$ cat config.mk
export PLATFORM = sky130hd
export DESIGN_NAME = afe_timing_gen
export DESIGN_NICKNAME = d
export VERILOG_FILES = /design/src/rtl/afe_timing_pkg.sv /design/src/rtl/afe_chan_delay.sv /design/src/rtl/afe_timing_gen.sv
export SDC_FILE = /design/constraint.sdc
export NUM_CORES = 1
export LEC_CHECK = 0
export CORE_MARGIN = 2
export CORE_UTILIZATION = 30
export CTS_CLUSTER_DIAMETER = 200
export DETAILED_ROUTE_END_ITERATION = 7
export SETUP_SLACK_MARGIN = 0.05
export SYNTH_ARGS = -nofsm -noshare
export SYNTH_HDL_FRONTEND = slang
export SYNTH_SLANG_ARGS = --single-unit
$ cat constraint.sdc
create_clock -name clk -period 9.5 [get_ports clk]
set_input_delay 1.9 -clock clk [delete_from_list [all_inputs] [get_ports clk]]
set_output_delay 1.9 -clock clk [all_outputs]
set_load 0.05 [all_outputs]
$ cat src/rtl/afe_timing_pkg.sv
// rtl/afe_timing_pkg.sv - shared state encoding, reset defaults and limits for afe_timing_gen
package afe_timing_pkg;

  localparam int NUM_CH_MAX = 8;

  typedef enum logic [1:0] {
    ST_IDLE  = 2'd0,
    ST_RUN   = 2'd1,
    ST_DRAIN = 2'd2
  } afe_state_t;

  localparam int DEF_PERIOD    = 16;
  localparam int DEF_VSMP_W    = 2;
  localparam int DEF_RSMP_POS  = 8;
  localparam int DEF_RSMP_W    = 2;
  localparam int DEF_MCLK_HALF = 2;

endpackage

$ cat src/rtl/afe_chan_delay.sv
// rtl/afe_chan_delay.sv - one VSMP channel: delay down-counter, pulse stretcher and sticky error
module afe_chan_delay #(
  parameter int DLY_W = 8,
  parameter int PER_W = 16
) (
  input  logic             clk,
  input  logic             rst,
  input  logic             active,
  input  logic             rise,
  input  logic             base_v,
  input  logic [DLY_W-1:0] dly,
  input  logic [7:0]       vsmp_w,
  input  logic [PER_W-1:0] period,
  output logic             vsmp,
  output logic             err
);

  localparam int AW = (DLY_W > 8) ? DLY_W : 8;
  localparam int SW = ((AW > PER_W) ? AW : PER_W) + 1;

  logic [DLY_W-1:0] cnt;
  logic [7:0]       rem;
  logic             counting;
  logic             pulse_on;
  logic             fire;
  logic             err_cond;

  // A delayed pulse that would spill past the pixel end is suppressed for the whole pixel.
  assign err_cond = (SW'(dly) + SW'(vsmp_w)) >= SW'(period);
  assign fire     = counting && (cnt == '0) && (vsmp_w != 8'd0);
  assign vsmp     = !err_cond && ((dly == '0) ? base_v : (fire || pulse_on));

  always_ff @(posedge clk) begin
    if (rst) begin
      cnt      <= '0;
      rem      <= '0;
      counting <= 1'b0;
      pulse_on <= 1'b0;
      err      <= 1'b0;
    end else if (!active) begin
      counting <= 1'b0;
      pulse_on <= 1'b0;
    end else if (rise) begin
      // A new base edge restarts the channel and drops any pulse in flight.
      pulse_on <= 1'b0;
      counting <= (dly != '0) && !err_cond;
      cnt      <= dly - DLY_W'(1);
      if (err_cond) err <= 1'b1;
    end else if (counting) begin
      if (cnt == '0) begin
        counting <= 1'b0;
        pulse_on <= (vsmp_w > 8'd1);
        rem      <= vsmp_w - 8'd1;
      end else begin
        cnt <= cnt - DLY_W'(1);
      end
    end else if (pulse_on) begin
      pulse_on <= (rem > 8'd1);
      rem      <= rem - 8'd1;
    end
  end

endmodule

$ cat src/rtl/afe_timing_gen.sv
// rtl/afe_timing_gen.sv - AFE pixel timing generator; AFE_TIMING_DLY_EN enables per-channel VSMP delay
module afe_timing_gen #(
  parameter int NUM_CH = 4,
  parameter int DLY_W  = 8,
  parameter int PER_W  = 16
) (
  input  logic                    clk,
  input  logic                    rst,
  input  logic                    run,
  input  logic                    cfg_wr,
  input  logic [PER_W-1:0]        cfg_period,
  input  logic [7:0]              cfg_vsmp_w,
  input  logic [7:0]              cfg_rsmp_w,
  input  logic [PER_W-1:0]        cfg_rsmp_pos,
  input  logic [7:0]              cfg_mclk_half,
  input  logic [NUM_CH*DLY_W-1:0] cfg_dly,
  output logic                    mclk,
  output logic                    rsmp,
  output logic [NUM_CH-1:0]       vsmp,
  output logic                    pix_strobe,
  output logic                    busy,
  output logic                    cfg_pending,
  output logic [NUM_CH-1:0]       cfg_err
);

  import afe_timing_pkg::*;

  localparam int CW = ((PER_W > 8) ? PER_W : 8) + 1;

  afe_state_t       state, state_nxt;
  logic [PER_W-1:0] pcnt, pcnt_nxt;
  logic             last, load, running;

  logic [PER_W-1:0] shd_period, act_period, shd_rsmp_pos, act_rsmp_pos;
  logic [7:0]       shd_vsmp_w, act_vsmp_w, shd_rsmp_w, act_rsmp_w;
  logic [7:0]       shd_mclk_half, act_mclk_half;

  logic [7:0]        m_cnt, half_eff;
  logic              m_lvl;
  logic              base_v, base_prev, rise, rsmp_c, strobe_c, mclk_c;
  logic [NUM_CH-1:0] vsmp_c;

  always_ff @(posedge clk) begin
    if (rst) begin
      state <= ST_IDLE;
      pcnt  <= '0;
    end else begin
      state <= state_nxt;
      pcnt  <= pcnt_nxt;
    end
  end

  assign last = (pcnt == act_period - PER_W'(1));

  always_comb begin
    state_nxt = state;
    case (state)
      ST_IDLE:  if (run) state_nxt = ST_RUN;
      ST_RUN,
      ST_DRAIN: begin
        if (run)       state_nxt = ST_RUN;
        else if (last) state_nxt = ST_IDLE;
        else           state_nxt = ST_DRAIN;
      end
      default:  state_nxt = ST_IDLE;
    endcase
  end

  // Config changes only take effect at a pixel boundary or when leaving IDLE.
  assign load     = ((state == ST_IDLE) && run) ||
                    ((state != ST_IDLE) && (state_nxt != ST_IDLE) && last);
  assign pcnt_nxt = ((state == ST_IDLE) || (state_nxt == ST_IDLE) || last) ?
                    '0 : pcnt + PER_W'(1);

  always_ff @(posedge clk) begin
    if (rst) begin
      shd_period    <= PER_W'(DEF_PERIOD);
      shd_vsmp_w    <= 8'(DEF_VSMP_W);
      shd_rsmp_pos  <= PER_W'(DEF_RSMP_POS);
      shd_rsmp_w    <= 8'(DEF_RSMP_W);
      shd_mclk_half <= 8'(DEF_MCLK_HALF);
      act_period    <= PER_W'(DEF_PERIOD);
      act_vsmp_w    <= 8'(DEF_VSMP_W);
      act_rsmp_pos  <= PER_W'(DEF_RSMP_POS);
      act_rsmp_w    <= 8'(DEF_RSMP_W);
      act_mclk_half <= 8'(DEF_MCLK_HALF);
      cfg_pending   <= 1'b0;
    end else begin
      if (cfg_wr) begin
        shd_period    <= cfg_period;
        shd_vsmp_w    <= cfg_vsmp_w;
        shd_rsmp_pos  <= cfg_rsmp_pos;
        shd_rsmp_w    <= cfg_rsmp_w;
        shd_mclk_half <= cfg_mclk_half;
      end
      if (load) begin
        act_period    <= shd_period;
        act_vsmp_w    <= shd_vsmp_w;
        act_rsmp_pos  <= shd_rsmp_pos;
        act_rsmp_w    <= shd_rsmp_w;
        act_mclk_half <= shd_mclk_half;
      end
      cfg_pending <= cfg_wr || (cfg_pending && !load);
    end
  end

  assign half_eff = (act_mclk_half == 8'd0) ? 8'd1 : act_mclk_half;

  always_comb begin
    running  = (state != ST_IDLE);
    base_v   = running && (CW'(pcnt) < CW'(act_vsmp_w));
    rsmp_c   = running && (CW'(pcnt) >= CW'(act_rsmp_pos)) &&
               (CW'(pcnt) < CW'(act_rsmp_pos) + CW'(act_rsmp_w));
    strobe_c = running && (pcnt == '0);
    mclk_c   = running && m_lvl;
  end

  assign rise = base_v && !base_prev;

  always_ff @(posedge clk) begin
    if (rst) begin
      mclk       <= 1'b0;
      rsmp       <= 1'b0;
      vsmp       <= '0;
      pix_strobe <= 1'b0;
      busy       <= 1'b0;
      base_prev  <= 1'b0;
      m_cnt      <= '0;
      m_lvl      <= 1'b1;
    end else begin
      mclk       <= mclk_c;
      rsmp       <= rsmp_c;
      vsmp       <= vsmp_c;
      pix_strobe <= strobe_c;
      busy       <= running;
      base_prev  <= base_v;
      // m_cnt/m_lvl describe the tick pcnt is on; every pixel starts high.
      if (pcnt_nxt == '0) begin
        m_cnt <= '0;
        m_lvl <= 1'b1;
      end else if (m_cnt == half_eff - 8'd1) begin
        m_cnt <= '0;
        m_lvl <= !m_lvl;
      end else begin
        m_cnt <= m_cnt + 8'd1;
      end
    end
  end

`ifdef AFE_TIMING_DLY_EN
  logic [NUM_CH*DLY_W-1:0] shd_dly, act_dly;

  always_ff @(posedge clk) begin
    if (rst) begin
      shd_dly <= '0;
      act_dly <= '0;
    end else begin
      if (cfg_wr) shd_dly <= cfg_dly;
      if (load)   act_dly <= shd_dly;
    end
  end

  for (genvar k = 0; k < NUM_CH; k++) begin : g_ch
    afe_chan_delay #(
      .DLY_W (DLY_W),
      .PER_W (PER_W)
    ) u_ch (
      .clk    (clk),
      .rst    (rst),
      .active (running),
      .rise   (rise),
      .base_v (base_v),
      .dly    (act_dly[k*DLY_W +: DLY_W]),
      .vsmp_w (act_vsmp_w),
      .period (act_period),
      .vsmp   (vsmp_c[k]),
      .err    (cfg_err[k])
    );
  end
`else
  logic dly_unused;
  assign dly_unused = ^cfg_dly;
  assign vsmp_c     = {NUM_CH{base_v}};
  assign cfg_err    = '0;
`endif

endmodule

==> results.yml <==
yosys:
  ys_warn_count: 0
  synth_area_leader_cell: "dfxtp_1"
  synth_cell_types: 64
  syn_inst: 850
  ys_seq_area_frac: 0.376
  synth.most_common_cell: "nor2_1"
  synthFlopType: "dfxtp_1"
  ys_top_cells_by_area: "dfxtp_1 (38%), mux2i_1 (13%), ha_1 (8.6%)"
  async_flop_share: 0
  netlist.area_leader.share: 0.376
  yosys-top-cells-count: "nor2_1 (155), dfxtp_1 (145), mux2i_1 (104), ha_1 (53), xnor2_1 (38)"
  ys_seq_elements: 145
  synth_edf_count: 0
  avgSynthCellArea_sq_um: 9.08
  syn_area_sq_um: 7720
cells_and_area:
  drive_above_1_share: 0.0487
  n_fill_cell: 2587
  final_cells: 1234
  area_growth_pct: 18.2
  final_nets: 1037
  diodes: 0
cts:
  clk_pin_slew_ns: 0.06
  cts-resized-gates: 0
  cts_buffer_depth: 2
  cts_tree: "done"
  postCtsHoldBufs: 0
  root_buffer: "clkbuf_16"
  cts_num_sinks: 145
  post_cts_buffers: 0
  h-tree-depth: 4
  clock_latency_ns: 0.42
  numCtsBuffers: 17
sta:
  tns_ns: 0
  setup_slack_ns: 5.48
  rsz0062_at_grt: "no"
  report.final.setup_viol: 0
  skew_ns: 0.0123
  final_hold_viol_count: 0
  relSlewSlack: 0.324
  clock.fmax_mhz: 249
  slew_violations: 0
  timing.final.crit_share: 0.423
  fin_crit_ns: 4.02
  worst_pin_slew_ns: 1.01
grt:
  grt_pass1_vias: 5661
  grt_max_degree: 76
  overflow: 0
  grt_usage: 0.134
  grt_first_pass_wirelength_um: 28700
  antenna_found_initial: 0
floorplanning:
  start_util: 0.306
  die_w_um: 164
  dieArea_sq_um: 27000
  coreArea_sq_um: 25300
  ioPinCount: 105
  placementRows: 58
  die_h_um: 164
drt:
  first_iter_violations: 299
  viasPerCell: 4.79
  ant_nets: 0
  drc: 0
  firstDrtPassIters: 4
  num_vias: 5908
  wl_um: 17100
  routedWlPerCell_um: 13.9
critical_path:
  critical_path_class: "reg2reg"
  cp_max_fo: 4
  cp-start-kind: "flip-flop"
  end_kind: "flip-flop"
  critical_path_required_ns: 9.80
  crit_arrival_ns: 4.32
placement:
  dpl.cell_count: 1202
  place_ws_ns: 5.61
  hpwl_um: 12200
  port_buffers: 68
  globalplace.congestion: 0.878
hold_path:
  hold_path_class: "reg2reg"
power_and_ir_drop:
  leakage_nw: 3.80
  p_per_area_nw_per_um2: 166
  ir_drop_uv: 107
run:
  drv_cap: 0
status:
  outcome: "complete, no violations"
-- metrics by stage --
stage | hold slack (ns) | area, sq um | power [W] | utilization
finish | 0.461 | 9130 | 0.00152 | 0.361
detailed placement | 0.441 | 8580 | 0.000909 | 0.340
CTS | 0.460 | 9130 | 0.00154 | 0.361
global route | 0.479 | 9130 | 0.00160 | 0.361
global placement | 0.436 | 8580 | 0.000906 | 0.340
floorplan | 0.427 | 7730 | 0.000848 | -
-- report_power, final --
part	internal [W]	switching [W]
logic	0.000109	0.000122
clock network	0.000341	0.000282
registers	0.000639	0.0000244
total	0.00109	0.000428
-- cells by family (layout without fill, tap and decap cells) --
group,after synthesis,after routing,share of synthesized area
AND/OR/NAND/NOR,295,295,0.179
flip-flops,145,145,0.376
multiplexers,104,104,0.135
AO/OA/AOI/OAI,101,101,0.0961
buffers and inverters,89,140,0.0533
XOR/XNOR,61,61,0.0712
adder cells (fa/ha/maj),54,54,0.0885
other,1,4,0.000486
-- worst max-delay path: stages, from the launching register on --
cell and delay [ns]:
dfxtp_1 0.45, ha_1 0.28, a21o_1 0.16, a21oi_1 0.24, o21ba_2 0.19, o21ai_0 0.16
a41oi_1 0.56, nor3_1 0.13, xnor2_1 0.16, ha_1 0.29, a21o_1 0.18, a2111oi_0 0.46
nor2_1 0.07, nor2_1 0.10, o211a_1 0.15, a41oi_1 0.04, a211oi_1 0.29
-- final timing paths --
path,cells past startpoint,to,startpoint,slack [ns]
min reg2reg,1,act_mclk_half[1],shd_mclk_half[1],0.46
max,16,rsmp,act_rsmp_pos[1],5.48
min,1,act_mclk_half[1],shd_mclk_half[1],0.46
max reg2reg,16,rsmp,act_rsmp_pos[1],5.48
-- cell usage in the layout, fill, tap and decap left out, types with 16 or more instances in the layout --
cell	Yosys	layout
nor2_1	155	155
dfxtp_1	145	145
mux2i_1	104	104
clkdlybuf4s50_1	0	66
ha_1	53	53
xnor2_1	38	38
inv_1	37	37
nand2_1	29	29
nand3_1	25	25
xor2_1	22	22
clkbuf_16	0	17
a21o_1	16	16
nor3_1	16	16
-- layout make-up --
cell class                      instances  area, sq um  area share
Sequential cell                       145         2900       0.318
Timing Repair Buffer                   71          698      0.0765
Multi-Input combinational cell        619         4430       0.485
Inverter                               37          139      0.0152
Clock buffer                           17          425      0.0466
Clock inverter                         15          121      0.0133
Tap cell                              330          413      0.0452
-- flip-flops by register name, indices dropped and copies added (netlist names), 8 cells and up --
signal         cells
act_mclk_half      8
act_period        16
act_rsmp_pos      16
act_rsmp_w         8
act_vsmp_w         8
m_cnt              8
pcnt              16
shd_mclk_half      8
shd_period        16
shd_rsmp_pos      16
shd_rsmp_w         8
shd_vsmp_w         8
-- metal layers --
| metal | routed length, um | part of all wire | up-vias | global-route usage |
|---|---|---|---|---|
| li1 | - | - | 3034 | - |
| met2 | 7580 | 0.44 | 112 | 0.211 |
| met5 | 0 | 0 | - | 0 |
| met3 | 1020 | 0.059 | 19 | 0.0359 |
| met1 | 8230 | 0.48 | 2743 | 0.178 |
| met4 | 266 | 0.016 | 0 | 0.0407 |
Power figures use the tool's default switching activity.
